<file path="src/rtl/sdr_toggle_responder_if.sv">
// SDRAM controller command port seen from the toggle responder.
// The responder uses the master side and the controller uses the slave side.
interface sdr_toggle_responder_if #(
  parameter int MEM_AW = 24
);
  logic [MEM_AW-1:0] mem_addr;
  logic [15:0]       mem_wdata;
  logic [1:0]        mem_be;
  logic              mem_we;
  logic              mem_burst2;
  logic              mem_start;
  logic              mem_rdy;
  logic              mem_rvalid;
  logic [15:0]       mem_rdata;
  logic              mem_wdone;

  modport master (
    output mem_addr, mem_wdata, mem_be, mem_we, mem_burst2, mem_start,
    input  mem_rdy, mem_rvalid, mem_rdata, mem_wdone
  );

  modport slave (
    input  mem_addr, mem_wdata, mem_be, mem_we, mem_burst2, mem_start,
    output mem_rdy, mem_rvalid, mem_rdata, mem_wdone
  );
endinterface

</file>
<file path="src/rtl/sdr_toggle_responder.sv">
// Serves the CPU (16-bit read/write) and SCN (32-bit read-only) toggle-handshake channels
// over a single SDRAM command port. It alternates between the two channels when both are waiting.
module sdr_toggle_responder #(
  parameter int MEM_AW = 24
) (
  input  logic                          clk,
  input  logic                          reset,
  input  logic [31:0]                   cpu_addr,
  input  logic [15:0]                   cpu_data,
  input  logic [1:0]                    cpu_be,
  input  logic                          cpu_rw,
  input  logic                          cpu_req,
  output logic                          cpu_ack,
  output logic [15:0]                   cpu_q,
  input  logic [31:0]                   scn_addr,
  input  logic                          scn_req,
  output logic                          scn_ack,
  output logic [31:0]                   scn_q,
  sdr_toggle_responder_if.master        mem
);

  typedef enum logic [1:0] {IDLE, ISSUE, RDATA, WDONE} state_t;

  state_t state;
  logic   beat_cnt;
  logic   last_scn;
  logic   cpu_pend;
  logic   scn_pend;
  logic   pick_scn;
  logic   unused_addr_bits;

  assign cpu_pend = cpu_req ^ cpu_ack;
  assign scn_pend = scn_req ^ scn_ack;

  // On a tie, the channel that was not served last wins. last_scn also identifies the channel in flight.
  assign pick_scn = scn_pend & (~cpu_pend | ~last_scn);

  assign unused_addr_bits = ^{cpu_addr[31:MEM_AW+1], cpu_addr[0],
                              scn_addr[31:MEM_AW+1], scn_addr[1:0]};

  always_ff @(posedge clk) begin
    if (reset) begin
      state          <= IDLE;
      beat_cnt       <= 1'b0;
      last_scn       <= 1'b0;
      cpu_ack        <= 1'b0;
      scn_ack        <= 1'b0;
      cpu_q          <= '0;
      scn_q          <= '0;
      mem.mem_start  <= 1'b0;
      mem.mem_we     <= 1'b0;
      mem.mem_burst2 <= 1'b0;
      mem.mem_addr   <= '0;
      mem.mem_wdata  <= '0;
      mem.mem_be     <= '0;
    end else begin
      unique case (state)
        IDLE: begin
          if (cpu_pend | scn_pend) begin
            state         <= ISSUE;
            mem.mem_start <= 1'b1;
            last_scn      <= pick_scn;
            if (pick_scn) begin
              mem.mem_addr   <= {scn_addr[MEM_AW:2], 1'b0};
              mem.mem_be     <= 2'b11;
              mem.mem_we     <= 1'b0;
              mem.mem_burst2 <= 1'b1;
            end else begin
              mem.mem_addr   <= cpu_addr[MEM_AW:1];
              mem.mem_be     <= cpu_be;
              mem.mem_we     <= ~cpu_rw;
              mem.mem_wdata  <= cpu_data;
              mem.mem_burst2 <= 1'b0;
            end
          end
        end

        ISSUE: begin
          if (mem.mem_rdy) begin
            mem.mem_start <= 1'b0;
            beat_cnt      <= 1'b0;
            state         <= mem.mem_we ? WDONE : RDATA;
          end
        end

        // An SCN burst fills the low half first. The ack toggles on the edge that captures the final beat.
        RDATA: begin
          if (mem.mem_rvalid) begin
            if (last_scn) begin
              if (!beat_cnt) begin
                scn_q[15:0] <= mem.mem_rdata;
                beat_cnt    <= 1'b1;
              end else begin
                scn_q[31:16] <= mem.mem_rdata;
                scn_ack      <= ~scn_ack;
                state        <= IDLE;
              end
            end else begin
              cpu_q   <= mem.mem_rdata;
              cpu_ack <= ~cpu_ack;
              state   <= IDLE;
            end
          end
        end

        WDONE: begin
          if (mem.mem_wdone) begin
            cpu_ack <= ~cpu_ack;
            state   <= IDLE;
          end
        end
      endcase
    end
  end

endmodule

</file>
<file path="src/flat_wrapper.sv">
// flat-port wrapper written by rule: the top's interface ports become plain ports
module sdr_toggle_responder_flat 
#(
  parameter int MEM_AW = 24
)
  (clk, reset, cpu_addr, cpu_data, cpu_be, cpu_rw, cpu_req, cpu_ack, cpu_q, scn_addr, scn_req, scn_ack, scn_q, mem_mem_addr, mem_mem_wdata, mem_mem_be, mem_mem_we, mem_mem_burst2, mem_mem_start, mem_mem_rdy, mem_mem_rvalid, mem_mem_rdata, mem_mem_wdone);
  sdr_toggle_responder_if #(.MEM_AW(MEM_AW)) mem_i ();
  input  logic clk;
  input  logic reset;
  input  logic [31:0] cpu_addr;
  input  logic [15:0] cpu_data;
  input  logic [1:0] cpu_be;
  input  logic cpu_rw;
  input  logic cpu_req;
  output logic cpu_ack;
  output logic [15:0] cpu_q;
  input  logic [31:0] scn_addr;
  input  logic scn_req;
  output logic scn_ack;
  output logic [31:0] scn_q;
  output wire logic [$bits(mem_i.mem_addr)-1:0] mem_mem_addr;
  output wire logic [$bits(mem_i.mem_wdata)-1:0] mem_mem_wdata;
  output wire logic [$bits(mem_i.mem_be)-1:0] mem_mem_be;
  output wire logic [$bits(mem_i.mem_we)-1:0] mem_mem_we;
  output wire logic [$bits(mem_i.mem_burst2)-1:0] mem_mem_burst2;
  output wire logic [$bits(mem_i.mem_start)-1:0] mem_mem_start;
  input wire logic [$bits(mem_i.mem_rdy)-1:0] mem_mem_rdy;
  input wire logic [$bits(mem_i.mem_rvalid)-1:0] mem_mem_rvalid;
  input wire logic [$bits(mem_i.mem_rdata)-1:0] mem_mem_rdata;
  input wire logic [$bits(mem_i.mem_wdone)-1:0] mem_mem_wdone;
  assign mem_mem_addr = mem_i.mem_addr;
  assign mem_mem_wdata = mem_i.mem_wdata;
  assign mem_mem_be = mem_i.mem_be;
  assign mem_mem_we = mem_i.mem_we;
  assign mem_mem_burst2 = mem_i.mem_burst2;
  assign mem_mem_start = mem_i.mem_start;
  assign mem_i.mem_rdy = mem_mem_rdy;
  assign mem_i.mem_rvalid = mem_mem_rvalid;
  assign mem_i.mem_rdata = mem_mem_rdata;
  assign mem_i.mem_wdone = mem_mem_wdone;
  sdr_toggle_responder #(.MEM_AW(MEM_AW)) u_core (.clk(clk), .reset(reset), .cpu_addr(cpu_addr), .cpu_data(cpu_data), .cpu_be(cpu_be), .cpu_rw(cpu_rw), .cpu_req(cpu_req), .cpu_ack(cpu_ack), .cpu_q(cpu_q), .scn_addr(scn_addr), .scn_req(scn_req), .scn_ack(scn_ack), .scn_q(scn_q), .mem(mem_i));
endmodule
</file>
<file path="config.mk">
export PLATFORM = sky130hd
export DESIGN_NAME = sdr_toggle_responder_flat
export DESIGN_NICKNAME = d
export VERILOG_FILES = /design/src/rtl/sdr_toggle_responder_if.sv /design/src/rtl/sdr_toggle_responder.sv /design/src/flat_wrapper.sv
export SDC_FILE = /design/constraint.sdc
export NUM_CORES = 1
export LEC_CHECK = 0
export CAP_MARGIN = 10
export CORE_AREA = 2 2 116 118
export CTS_CLUSTER_DIAMETER = 80
export DETAILED_ROUTE_END_ITERATION = 6
export DIE_AREA = 0 0 118 120
export GPL_ROUTABILITY_DRIVEN = 1
export SYNTH_ARGS = -nofsm -noshare
export SYNTH_HDL_FRONTEND = slang
export SYNTH_SLANG_ARGS = --single-unit
</file>
<file path="constraint.sdc">
create_clock -name clk -period 1.9 [get_ports clk]
set_clock_uncertainty 0.05 [all_clocks]
set_input_delay 0.475 -clock clk [delete_from_list [all_inputs] [get_ports clk]]
set_output_delay 0.475 -clock clk [all_outputs]
set_load 0.005 [all_outputs]
</file>
Word level (Yosys, flattened, before mapping)

Index checks and enable logic that the tools add are counted.

Equal/unequal tests: 10
Reductions and logical operators: 13
Multiplexer cells: 22
Bitwise logic cells: 12

Operator list:

| operator             | count |
|---|---|
| $mux W24             | 1 |
| $reduce_and A4 Y1    | 4 |
| $mux W2              | 7 |
| $mux W1              | 10 |
| $reduce_and A3 Y1    | 3 |
| $ne A2 B2 Y1 const B | 4 |
| $pmux W2 S4          | 1 |
| $not A1 Y1           | 7 |
| $pmux W1 S2          | 3 |
| $reduce_bool A2 Y1   | 3 |
| $reduce_and A5 Y1    | 1 |
| $eq A2 B2 Y1 const B | 2 |
| $ne A2 B1 Y1 const B | 2 |
| $ne A3 B2 Y1 const B | 1 |
| $eq A2 B1 Y1 const B | 1 |
| $logic_not A2 Y1     | 1 |
| $or A1 B1 Y1         | 2 |
| $reduce_and A2 Y1    | 1 |
| $xor A1 B1 Y1        | 2 |
| $and A1 B1 Y1        | 1 |

Register bits: 99
Input port bits: 106
Output and inout port bits: 95
Logic and storage cells: 71

Depth between registers and ports, before layout

Depth after elaboration: 6
Mapped depth: 7
Depth with buffers taken out: 4

Worst setup path after synthesis

Ideal clock, no wire load.

Kind: input -> register
Start: in scn_req
End: reg u_core.mem.mem_addr[1]
Buffers on the path: 1
Path slack: 0.296 ns
Data required time: 1.728 ns
Arrival: 1.432 ns
Setup time: 0.122 ns
Stages on the path: 5
Cell sequence: xnor2_2 -> a21oi_2 -> nor2_2 -> buf_6 -> a221o_1

Word-level cells in the longest chain between the ends: 3
Elaborated cells on any way between the ends: 5
Those cells by class: mux: 1; bitwise: 3; reduce/logical: 1

Ends and longest elaborated chain:

| item                                                 | RTL line                                               | source |
|---|---|---|
| start, declared                                      | flat_wrapper.sv:18                                     | `input logic scn_req;` |
| $xor A1 B1 Y1 (*)                                    | sdr_toggle_responder.sv:33                             | `assign scn_pend = scn_req ^ scn_ack;` |
| $and A1 B1 Y1 / $or A1 B1 Y1 (equally long branches) | sdr_toggle_responder.sv:36, sdr_toggle_responder.sv:59 |  |
| $mux W24 / $reduce_and A2 Y1 (equally long branches) | n/a                                                    |  |
| end signal, assigned                                 | sdr_toggle_responder.sv:64                             | `mem.mem_addr <= {scn_addr[MEM_AW:2], 1'b0};` |
| end signal, assigned                                 | sdr_toggle_responder.sv:69                             | `mem.mem_addr <= cpu_addr[MEM_AW:1];` |
| end, declared                                        | sdr_toggle_responder_if.sv:18                          | `output mem_addr, mem_wdata, mem_be, mem_we, mem_burst2, mem_start,` |

Mark *: on every way between the ends. The rest lies on a longest branch, timed or not.
A chain may end at the register's enable or synchronous reset.

Worst setup path after layout

Start: reg u_core.scn_ack
End: out scn_ack

RTL lines:

| item                   | RTL line                   | source |
|---|---|---|
| start, declared        | sdr_toggle_responder.sv:17 | `output logic scn_ack,` |
| start signal, assigned | sdr_toggle_responder.sv:95 | `scn_ack <= ~scn_ack;` |
| end, declared          | flat_wrapper.sv:19         | `output logic scn_ack;` |

No word-level cell between the ends.

==> results.md <==
- Outcome: finished, final reports clean
- Initial antenna violation count: 0
- Clock tree from TritonCTS: done
- Destination of the worst register-to-register timing path: u_core.mem.mem_addr[1]$_SDFFE_PP0P_
- Effective utilization at floorplan: 28.37%
- Clock net sink count: 98
- Residual overflow from global routing: 0
- Main synth FF type: dfxtp_1
- Router iterations before antenna repair: 4
- Number of standard cells in the layout, taps in and fillers out: 787
- Post-synth cell types: 40
- Post-Synthesis Cells: 418
- Number of top-level pins: 201
- Timing-limited maximum frequency: 537.5 MHz
- Area of the die: 0.01416 mm2
- Synth-to-Final Area Change: 67.65%
- Reg2reg setup slack: 270 ps
- Minimum clock period after layout: 1860 ps
- Number of slew-limit violations in the final report: 0
- Number of nets in the synthesized netlist: 524
- Pwr Density: 787.3 mW/mm2
- Chip Height: 120 um
- DR iter-0 viols: 180
- Post-synthesis area per instance: 8.809 um2
- Top library cells by usage in the layout, fill and taps aside: clkdlybuf4s50_1 (179), nand2_1 (132), dfxtp_1 (95)
- Startpoint-to-endpoint class of the critical path: flip-flop to output pin
- Async set or reset register ratio after synthesis: 0%
- Worst setup path end: scn_ack
- Detailed-route wire length: 11.40 mm
- Total core area: 0.01298 mm2
- Pin count of the biggest net entering global routing: 78
- Antenna cells: 0
- VDD IR max: 0.4892 mV
- Detailed placer's ending HPWL: 7.969 mm
- CP endpoint kind: output pin
- Worst-Skew Late Latency: 340 ps
- Final core utilization: 47.56%
- Worst min-delay path class: flip-flop to flip-flop
- TritonCTS buffer count: 9
- Synthesis Warnings: 0
- Commonest non-fill, non-tap cell in the layout: clkdlybuf4s50_1
- Register Area: 0.001973 mm2
- Critical path data arrival time: 1340 ps
- Required arrival time at the worst endpoint: 1370 ps
- Placement Rows: 42
- Post-route antenna net violation count: 0
- Via density per instance: 4.597
- Cell area after technology mapping: 0.003682 mm2
- Total of flip-flops plus latches after synthesis: 98
- Via count of the first global-routing pass: 3464
- Global Route Usage Sum: 16.05%
- Number of buffers on the longest clock path: 2
- Root Buffer Master: clkbuf_16
- Number of flops mapped to enable cells by yosys: 0
- Final count of negative-setup-slack endpoints: 0
- Worst slew margin relative to its limit: 60.66%
- Layout net count: 713
- Seq/Total Area, Yosys: 53.28%
- Number of placed instances, taps included: 769
- First-pass GRT wire length: 17.87 mm
- Filler Cell Count: 1290
- Gpl congestion: 0.7841
- Worst-Margin Slew: 590.1 ps
- Count of final hold-check violations: 0
- H-Tree Level Count: 3
- RSZ-0062 raised after global routing: true
- Worst setup path startpoint: u_core.scn_ack$_SDFFE_PP0P_
- Via count: 3618
- Floorplan die width: 118 um
- CTS clock-pin slew for the worst setup and hold paths: 60 ps
- Reported leakage power: 2.230 nW
- Number of violations of the max-capacitance limit: 0
- Final Cycle Share: 97.91%
- Startpoint of the lowest-slack register-to-register path: u_core.scn_ack$_SDFFE_PP0P_
- CP Max Fanout: 2
- Port-buffer cells: 183
- Area occupied by multi-input gates: 0.001592 mm2
- Routed len/inst: 14.49 um
- Fraction of layout cells with a size suffix above 1: 9.329%
- Worst r2r path cells: 6
- Residual DRC count: 0
- Kind of launch point of the worst setup path: flip-flop
[synth_stat cells (2+ instances only)]
| cell type | count | area [um2] |
|---|---|---|
| buf_4 | 4 | 30.03 |
| a21boi_0 | 2 | 15.01 |
| xnor2_1 | 3 | 26.28 |
| clkbuf_1 | 12 | 45.04 |
| o21ai_0 | 3 | 15.01 |
| and2_1 | 20 | 125.1 |
| and2_2 | 3 | 22.52 |
| o22ai_1 | 2 | 12.51 |
| nor2_1 | 10 | 37.54 |
| nor2_2 | 3 | 18.77 |
| inv_1 | 2 | 7.510 |
| a221o_1 | 23 | 230.2 |
| a21oi_1 | 66 | 330.3 |
| dfxtp_1 | 98 | 1962 |
| buf_6 | 5 | 56.30 |
| buf_2 | 7 | 35.03 |
| nand2_1 | 132 | 495.5 |
[worst max-delay path: stages, from the launching register on]
cell and delay, ps:
dfxtp_4 370, buf_4 120, clkdlybuf4s50_1 510
[routing by layer]
layer  global-route usage (%)  vias up  part of all wire, %
met1                    19.19     1697                   43
met3                    5.989       10                  7.5
met5                        0        -                    0
met2                    26.64      119                   48
met4                    5.346        0                  1.4
li1                         -     1792                    -
[flip-flops by register name, indices dropped and copies added, names as in the netlist]
register and flops:
u_core.mem.mem_we 1, u_core.beat_cnt 1, u_core.mem.mem_burst2 1, u_core.state 2, u_core.mem.mem_wdata 16, u_core.cpu_q 16, u_core.cpu_ack 1, u_core.scn_ack 1
u_core.mem.mem_addr 24, u_core.mem.mem_be 2, u_core.mem.mem_start 1, u_core.scn_q 32
[cells by family (layout without fill, tap and decap cells)]
kind of cell / Yosys count / in the layout / synth area share, %
AND/OR/NAND/NOR: 178 / 178 / 21.03
AO/OA/AOI/OAI: 106 / 107 / 19.23
flip-flops: 98 / 98 / 53.28
buffers and inverters: 31 / 223 / 4.859
XOR/XNOR: 5 / 5 / 1.597
[how the worst min path moves through the flow]
stage	start	end	slack, ps	cells past startpoint
after CTS	u_core.scn_q[4]$_SDFFE_PP0P_	u_core.scn_q[4]$_SDFFE_PP0P_	400	2
after global routing	u_core.scn_q[16]$_SDFFE_PP0P_	u_core.scn_q[16]$_SDFFE_PP0P_	420	2
after floorplan	u_core.cpu_q[0]$_SDFFE_PP0P_	u_core.cpu_q[0]$_SDFFE_PP0P_	400	2
after detailed placement	u_core.scn_q[4]$_SDFFE_PP0P_	u_core.scn_q[4]$_SDFFE_PP0P_	400	2
after global placement	u_core.cpu_q[5]$_SDFFE_PP0P_	u_core.cpu_q[5]$_SDFFE_PP0P_	390	2
final	u_core.scn_q[4]$_SDFFE_PP0P_	u_core.scn_q[4]$_SDFFE_PP0P_	400	2
[metrics by stage]
step	power, mW	TNS (ps)	worst slack, ps	hold WS (ps)	cell area [um2]
floorplan	2.578	0	296.1	402.7	3682
global placement	3.079	-19880	-667.9	391.7	5803
detailed placement	3.089	-21520	-676.7	395.9	5803
CTS	4.930	-448.2	-35.62	404.5	6138
global route	5.072	-11.95	-11.95	423.7	6173
finish	4.860	0	39.70	402.8	6173
[layout make-up]
cell class / instances / share of cell area (%)
tap: 176 / 3.567
clock buffer: 12 / 3.993
inverter: 2 / 0.1216
clock inverter: 3 / 0.6486
multi-input combinational: 290 / 25.78
timing repair buffer: 206 / 33.93
sequential: 98 / 31.96
[power by group]
part / internal, mW / switching [mW]
clock network: 1.05 / 0.757
registers: 2.17 / 0.0716
logic: 0.513 / 0.306
total: 3.73 / 1.13
[what timing repair did]
| action | in CTS | in global routing |
|---|---|---|
| pin swaps | 1 | 1 |
| resized for setup | 5 | 7 |
| setup endpoints to repair | 26 | 27 |
| buffers inserted | 2 | 0 |
| cloned | 1 | 0 |
| hold buffers | 0 | 0 |
Power figures use the tool's default switching activity.
